==> src/rtl/wb_arbiter_pkg.sv <==
// Shared widths, write-port record and round-robin helper for the writeback arbiter.
// Defaults match the shared define.h header; a prior include of that header takes precedence.
`ifndef REG_NUM
`define REG_NUM 5
`endif
`ifndef COMMON_WIDTH
`define COMMON_WIDTH 32
`endif
`ifndef WB_REQ_NUM
`define WB_REQ_NUM 3
`endif

package wb_arbiter_pkg;
    localparam int REG_W          = `REG_NUM;
    localparam int DATA_W         = `COMMON_WIDTH;
    localparam int WB_REQ_DEFAULT = `WB_REQ_NUM;

    typedef struct packed {
        logic [REG_W-1:0]  rd;
        logic [DATA_W-1:0] data;
    } wb_write_t;

    function automatic int rr_next(input int g, input int n);
        return (g + 1) % n;
    endfunction
endpackage

==> src/rtl/wb_arbiter_rr.sv <==
// Round-robin one-hot grant: first asserted request found searching ptr, ptr+1, ... mod N_REQ.
module rr_arbiter #(
    parameter int N_REQ = 3,
    parameter int PTR_W = $clog2(N_REQ)
) (
    input  logic [N_REQ-1:0] req,
    input  logic [PTR_W-1:0] ptr,
    output logic [N_REQ-1:0] grant
);
    logic [PTR_W-1:0] sel;
    logic             found;

    always_comb begin
        grant = '0;
        found = 1'b0;
        sel   = '0;
        for (int k = 0; k < N_REQ; k++) begin
            sel = PTR_W'((int'(ptr) + k) % N_REQ);
            if (!found && req[sel]) begin
                grant[sel] = 1'b1;
                found      = 1'b1;
            end
        end
    end
endmodule

==> src/rtl/wb_arbiter.sv <==
// Writeback arbiter: one registered register-file write per cycle, round-robin among
// requesters; requests targeting rd=0 are accepted and dropped without using the port.
module wb_arbiter
    import wb_arbiter_pkg::*;
#(
    parameter int N_REQ = WB_REQ_DEFAULT
) (
    input  logic                    clk,
    input  logic                    rst,
    input  logic [N_REQ-1:0]        req_valid,
    input  logic [N_REQ*REG_W-1:0]  req_rd,
    input  logic [N_REQ*DATA_W-1:0] req_data,
    output logic [N_REQ-1:0]        req_ready,
    output logic [REG_W-1:0]        reg_write,
    output logic [DATA_W-1:0]       data_write
);
    localparam int PTR_W = $clog2(N_REQ);

    logic [N_REQ-1:0] nz_req;
    logic [N_REQ-1:0] zero_req;
    logic [N_REQ-1:0] grant;
    logic [PTR_W-1:0] ptr_q, ptr_d;
    wb_write_t        wr_q, wr_d;

    always_comb begin
        nz_req   = '0;
        zero_req = '0;
        for (int i = 0; i < N_REQ; i++) begin
            nz_req[i]   = req_valid[i] && (req_rd[i*REG_W +: REG_W] != '0);
            zero_req[i] = req_valid[i] && (req_rd[i*REG_W +: REG_W] == '0);
        end
    end

    rr_arbiter #(
        .N_REQ(N_REQ),
        .PTR_W(PTR_W)
    ) u_rr (
        .req  (nz_req),
        .ptr  (ptr_q),
        .grant(grant)
    );

    // Masked in reset so no requester sees a transfer that the reset then discards.
    assign req_ready = rst ? '0 : (zero_req | grant);

    always_comb begin
        wr_d  = '0;
        ptr_d = ptr_q;
        for (int i = 0; i < N_REQ; i++) begin
            if (grant[i]) begin
                wr_d.rd   = req_rd[i*REG_W +: REG_W];
                wr_d.data = req_data[i*DATA_W +: DATA_W];
                ptr_d     = PTR_W'(rr_next(i, N_REQ));
            end
        end
    end

    always_ff @(posedge clk) begin
        if (rst) begin
            wr_q  <= '0;
            ptr_q <= '0;
        end else begin
            wr_q  <= wr_d;
            ptr_q <= ptr_d;
        end
    end

    assign reg_write  = wr_q.rd;
    assign data_write = wr_q.data;
endmodule

==> config.mk <==
export PLATFORM = sky130hd
export DESIGN_NAME = wb_arbiter
export DESIGN_NICKNAME = d
export VERILOG_FILES = /design/src/rtl/wb_arbiter_pkg.sv /design/src/rtl/wb_arbiter_rr.sv /design/src/rtl/wb_arbiter.sv
export SDC_FILE = /design/constraint.sdc
export NUM_CORES = 1
export LEC_CHECK = 0
export BUFFER_PORTS_ARGS = -buffer_cell sky130_fd_sc_hd__buf_2
export CAP_MARGIN = 10
export CORE_ASPECT_RATIO = 1.5
export CORE_UTILIZATION = 49
export CTS_BUF_LIST = sky130_fd_sc_hd__clkbuf_2 sky130_fd_sc_hd__clkbuf_4 sky130_fd_sc_hd__clkbuf_8
export DETAILED_ROUTE_END_ITERATION = 8
export PLACE_DENSITY_LB_ADDON = 0.25
export SLEW_MARGIN = 0
export SYNTH_ARGS = -nofsm -noshare
export SYNTH_HDL_FRONTEND = slang
export SYNTH_SLANG_ARGS = --single-unit
export TNS_END_PERCENT = 5
==> constraint.sdc <==
create_clock -name clk -period 7.82 [get_ports clk]
set_clock_uncertainty 0.2 [all_clocks]
set_input_delay 2.346 -clock clk [delete_from_list [all_inputs] [get_ports clk]]
set_output_delay 2.346 -clock clk [all_outputs]
set_load 0.03 [all_outputs]
==> results of run 1 <==
[worst max path at each step]
stage / end
2_1_floorplan: req_ready[0]
3_3_place_gp: req_ready[0]
3_5_place_dp: req_ready[0]
4_1_cts: req_ready[0]
5_1_grt: req_ready[1]
6_report: req_ready[0]
[final cells by class]
| cell class | count | area [um^2] | area share [%] |
|---|---|---|---|
| Clock inverter | 1 | 5.005 | 0.1434 |
| Multi-Input combinational cell | 244 | 1673 | 47.94 |
| Tap cell | 68 | 85.08 | 2.438 |
| Inverter | 9 | 33.78 | 0.9681 |
| Clock buffer | 7 | 83.83 | 2.402 |
| Sequential cell | 39 | 780.7 | 22.37 |
| Timing Repair Buffer | 162 | 828.3 | 23.74 |
[power by group through the flow]
stage	Combinational (W)	Sequential, W	Clock [W]
detailed placement	0.000748	0.000320	0
global route	0.000812	0.000327	0.000152
finish	0.000752	0.000316	0.000141
CTS	0.000747	0.000317	0.000144
global placement	0.000739	0.000319	0
floorplan	0.000356	0.000510	0
[logic make-up after synthesis]
kind of cell    after synthesis  share of synthesized area [%]
fa+ha+maj                     4                          1.899
simple gates                 63                          12.86
flops                        39                          29.62
buf+inv                      53                          8.353
compound gates              177                          47.27
[per-stage QoR]
stage | instance area (um^2) | power [W] | hold WS [ns] | util [%] | setup WS (ns)
2_1_floorplan | 2636 | 0.0008661 | 0.2930 | - | 0.7712
3_3_place_gp | 3401 | 0.001058 | 0.3286 | 65.84 | 0.6945
3_5_place_dp | 3401 | 0.001068 | 0.3438 | 65.84 | 0.6738
4_1_cts | 3490 | 0.001208 | 0.3563 | 67.56 | 0.6723
5_1_grt | 3490 | 0.001291 | 0.3989 | 67.56 | 0.4826
6_report | 3490 | 0.001209 | 0.3451 | 67.56 | 0.6440
[per-layer routing]
layer | GRT usage (%) | wire (um) | vias to the layer above
met3 | 6.065 | 695 | 23
li1 | - | - | 1630
met2 | 50.27 | 4573 | 208
met5 | 0 | 0 | -
met1 | 36.13 | 3342 | 1659
met4 | 14.44 | 238 | 0
[cells in the final DEF (no fill, tap or decap), types with 2 or more instances in the layout]
master     netlist  final
nor3_1           3      3
o2111ai_1       40     40
nand2_1          2      2
a41oi_1         37     37
or3_1            2      2
o21ai_0         75     75
a211oi_4         0      2
buf_2            8    155
a21oi_1          5      5
nor2_1           4      4
buf_4            1      7
or2_2            2      2
o211ai_1         3      3
nand3_1         40     40
inv_1            9      9
dfxtp_1         39     39
ha_1             4      4
nor4_1           3      3
clkbuf_4         0      2
clkbuf_8         0      5
[state kept, by name (all words and copies together), names as in the netlist]
register and flops:
data_write 32, reg_write 5, ptr_q 2
[worst max-delay path, delay by kind of cell]
kind / cells / cell delay, ns
buffers and inverters: 2 / 0.31
AO/OA/AOI/OAI: 4 / 1.13
AND/OR/NAND/NOR: 2 / 0.84
==> reports/qor.yml, run 1 <==
synth_edf_count: 0
cts_tree: "yes"
synth-async-reset-ratio_pct: 0
grt_pass1_wl_um: 13370
post_route_cells_drive_above_1_share_pct: 38.53
synth_area_mm2: 0.002636
wl_per_cell_um: 16.70
dp_cells: 522
reg2regPathDepth: 9
crit_chain: "buf_2 > or4_4 > o211a_1 > a32o_1 > a311o_1 > nor3_1 > a21oi_1 > buf_2"
power.static_leakage_nw: 1.389
final_nets: 581
cpPeakStageDelay_ns: 0.55
netSwitchingPower_w: 0.0006304
grt_pass1_vias: 3054
slew_violations: 0
combPwrFrac_pct: 62.2
r2r-end: "ptr_q[0]"
synth.largest_area_cell: "dfxtp_1"
instances_no_fill: 530
synth_area_leaders: "dfxtp_1 30%, o21ai_0 14%, o2111ai_1 13%"
worst_ep_arrival_time_ns: 4.63
switching_share_pct: 52.14
synth_seq_cells: 39
internal_power_w: 0.0005787
r2r-start: "ptr_q[0]"
synth_ff_type: "dfxtp_1"
dr_total_vias: 3520
yosysWarnings: 0
synthToLayoutAreaGrowth_pct: 32.37
synth.most_common_cell: "o21ai_0"
gr-total-overflow: 0
die_h_um: 91.84
power_frac_seq_pct: 26.2
gp_congestion: 0.9871
slowest_stage: "or4_4"
detailed_place_hpwl_um: 5634
peakVddDrop_mv: 0.1972
clk_latency_ns: 0.29
syn_inst: 336
fin_crit_ns: 7.176
drcViolationCount: 0
power_density_mw_per_mm2: 346.5
hold_class: "reg2reg"
critPathLaunch: "req_rd[3]"
fmax_ghz: 0.1394
grt_setup_unrepaired: "false"
avgSynthCellArea_um2: 7.846
initial_core_util_pct: 51.04
clkPwrFrac_pct: 11.7
io_pins: 156
status: "completed"
max_cap_violations: 0
io_buffers: 155
critPathCaptureType: "output port"
grt_max_degree: 77
die_w_um: 61.89
vias_per_cell: 6.642
hold_path_end: "ptr_q[0]"
criticalPathCategory: "in2out"
synth_fp_nets: 456
clock-sinks: 39
fp-row-count: 32
drt.antenna.violating_nets: 0
grt.total_usage_pct: 30.43
hold_depth: 2
first_pass_iters: 6
clk_pin_slew_ns: 0.08
cpMostUsedCell: "buf_2"
setup-tns-final_ns: 0
min_from: "ptr_q[0]"
worstMarginPinSlew_ns: 1.048
critical_path.max_fanout: 4
slew_headroom_pct: 30.07
antenna_found_initial: 0
hold_violations: 0
core-area_mm2: 0.005165
crit_required_ns: 5.27
clock-root-buffer: "clkbuf_8"
ff2ff_setup_slack_ns: 4.61
finalSetupViolCount: 0
post_cts_resized: 0
diodes: 0
synth_common_cells: "75 x o21ai_0, 40 x nand3_1, 40 x o2111ai_1"
cts_setup_buffers: 0
synth_cell_types: 42
drtIter0Drc: 349
seq_area_frac_synth_pct: 29.62
fill_cells: 461
die-area_mm2: 0.005684
cts_hold_buf: 0
numCtsBuffers: 5
yosysTopAreaCellShare_pct: 29.62
finalCritPeriodShare_pct: 91.76
clockBufferDepth: 2
htreeDepth: 2
drt-total-wl_um: 8849
critPathLaunchType: "primary input"
No activity file was read; power rests on OpenSTA's default activity.
==> run 2: changes to the inputs <==
--- a/config.mk
+++ b/config.mk
@@ -7,7 +7,7 @@
 export LEC_CHECK = 0
 export BUFFER_PORTS_ARGS = -buffer_cell sky130_fd_sc_hd__buf_2
 export CAP_MARGIN = 10
-export CORE_ASPECT_RATIO = 1.5
+export CORE_ASPECT_RATIO = 0.6
 export CORE_UTILIZATION = 49
 export CTS_BUF_LIST = sky130_fd_sc_hd__clkbuf_2 sky130_fd_sc_hd__clkbuf_4 sky130_fd_sc_hd__clkbuf_8
 export DETAILED_ROUTE_END_ITERATION = 8
==> run 2 against run 1 <==
Net effect:
- sequential share of layout area about the same
- largest power group unchanged
- first-iteration DRC count decreased by 7.7%
- final area increased by 0.14%
- via count increased by 1.3%
- sequential power about the same
- global-route usage increased by 2.6 points
- combinational power increased by 2%
- sequential cell count unchanged
- non-clock buffer count increased by 1
- count of clock-buffer cells in the layout unchanged
==> reports/qor.yml, run 2 (same netlist as run 1, synthesis figures left out) <==
grt_setup_unrepaired: "false"
synthToLayoutAreaGrowth_pct: 32.56
final_nets: 582
power_frac_seq_pct: 25.9
first_pass_iters: 7
clock-sinks: 39
ff2ff_setup_slack_ns: 4.58
cpMostUsedCell: "buf_2"
post_cts_resized: 0
switching_share_pct: 52.60
io_pins: 156
critPathLaunch: "req_rd[3]"
dr_total_vias: 3564
cts_setup_buffers: 0
clock-root-buffer: "clkbuf_8"
fin_crit_ns: 7.172
slowest_stage: "or4_4"
worstMarginPinSlew_ns: 1.107
slew_violations: 0
die_w_um: 96.70
clkPwrFrac_pct: 11.7
htreeDepth: 2
peakVddDrop_mv: 0.1755
crit_family: "compound AO/OA/AOI/OAI gates"
netSwitchingPower_w: 0.0006450
wl_per_cell_um: 18.12
drcViolationCount: 0
gp_congestion: 0.9802
cts_tree: "yes"
io_buffers: 155
internal_power_w: 0.0005812
reg2regPathDepth: 9
grt_pass1_wl_um: 15060
status: "completed"
layout_commonest_cell: "buf_2"
cpPeakStageDelay_ns: 0.55
numCtsBuffers: 5
power_density_mw_per_mm2: 350.9
detailed_place_hpwl_um: 6070
criticalPathCategory: "in2out"
finalCritPeriodShare_pct: 91.72
initial_core_util_pct: 51.39
antenna_found_initial: 0
critPathLaunchType: "primary input"
drt-total-wl_um: 9586
fin_hold_ws_ns: 0.3477
crit_chain: "buf_2 > or4_4 > o211a_1 > a32o_1 > a311o_1 > nor3_1 > a21oi_1 > buf_2"
hold_path_end: "ptr_q[0]"
hold_violations: 0
largest_reg_flops: 32
clk_pin_slew_ns: 0.07
clockBufferDepth: 2
slew_headroom_pct: 26.12
drt.antenna.violating_nets: 0
max_cap_violations: 0
fp-row-count: 20
worst-path-buf-inv: 2
finalSetupViolCount: 0
worst_ep_arrival_time_ns: 4.63
grt_max_degree: 77
crit_required_ns: 5.27
combPwrFrac_pct: 62.4
critical_path.max_fanout: 4
die-area_mm2: 0.005687
power.static_leakage_nw: 1.394
grt_pass1_vias: 3274
p_total_w: 0.001226
hold_class: "reg2reg"
final_cell_mix: "155 x buf_2, 75 x o21ai_0, 40 x o2111ai_1, 40 x nand3_1, 39 x dfxtp_1"
core-area_mm2: 0.005130
critPathCaptureType: "output port"
min_from: "ptr_q[0]"
grt.total_usage_pct: 33.00
setup-tns-final_ns: 0
diodes: 0
r2r-start: "ptr_q[0]"
post_route_cells_drive_above_1_share_pct: 38.66
hold_depth: 2
cts_hold_buf: 0
vias_per_cell: 6.737
drtIter0Drc: 322
gr-total-overflow: 0
r2r-end: "ptr_q[0]"
fmax_ghz: 0.1394
die_h_um: 58.82
clk_latency_ns: 0.30
## run 2: tightest hold or removal path, cell delays in order (launching register included)
cell	delay [ns]
dfxtp_1	0.33
inv_1	0.11
a21oi_1	0.07
## run 2: layout make-up
type / count / area (um^2)
multi-input cells: 244 / 1673
fillers: 466 / 1635
repair buffers: 163 / 835.8
flip-flops and latches: 39 / 780.7
clock buffers: 7 / 83.83
well taps: 66 / 82.58
inverters: 9 / 33.78
clock inverters: 1 / 5.005
## run 2: per-stage QoR
| step | setup slack [ns] | utilization (%) | std cells | instance area, um^2 |
|---|---|---|---|---|
| floorplan | 0.7712 | - | 336 | 2636 |
| global placement | 0.7062 | 66.39 | 521 | 3406 |
| detailed placement | 0.6788 | 66.39 | 521 | 3406 |
| CTS | 0.6722 | 68.12 | 529 | 3495 |
| global route | 0.5864 | 68.12 | 529 | 3495 |
| finish | 0.6478 | 68.12 | 529 | 3495 |
## run 2: how the worst max path moves through the flow
stage | depth (start not counted) | slack (ns) | to
2_1_floorplan | 8 | 0.77 | req_ready[0]
3_3_place_gp | 8 | 0.71 | req_ready[0]
3_5_place_dp | 8 | 0.68 | req_ready[0]
4_1_cts | 8 | 0.67 | req_ready[0]
5_1_grt | 8 | 0.59 | req_ready[0]
6_report | 8 | 0.65 | req_ready[0]
## run 2: power by group through the flow
stage                     logic [W]  clock network (W)  registers (W)
after floorplan            0.000356                  0       0.000510
final                      0.000765           0.000144       0.000317
after global placement     0.000741                  0       0.000319
after CTS                  0.000759           0.000145       0.000318
after global routing       0.000819           0.000154       0.000326
after detailed placement   0.000756                  0       0.000320
## run 2: per-layer routing
layer	global-route usage, %	up-vias	wire, um
met4	14.29	0	136
met5	0	-	0
met1	40.69	1643	3923
li1	-	1631	-
met3	10.10	16	1207
met2	54.53	274	4319
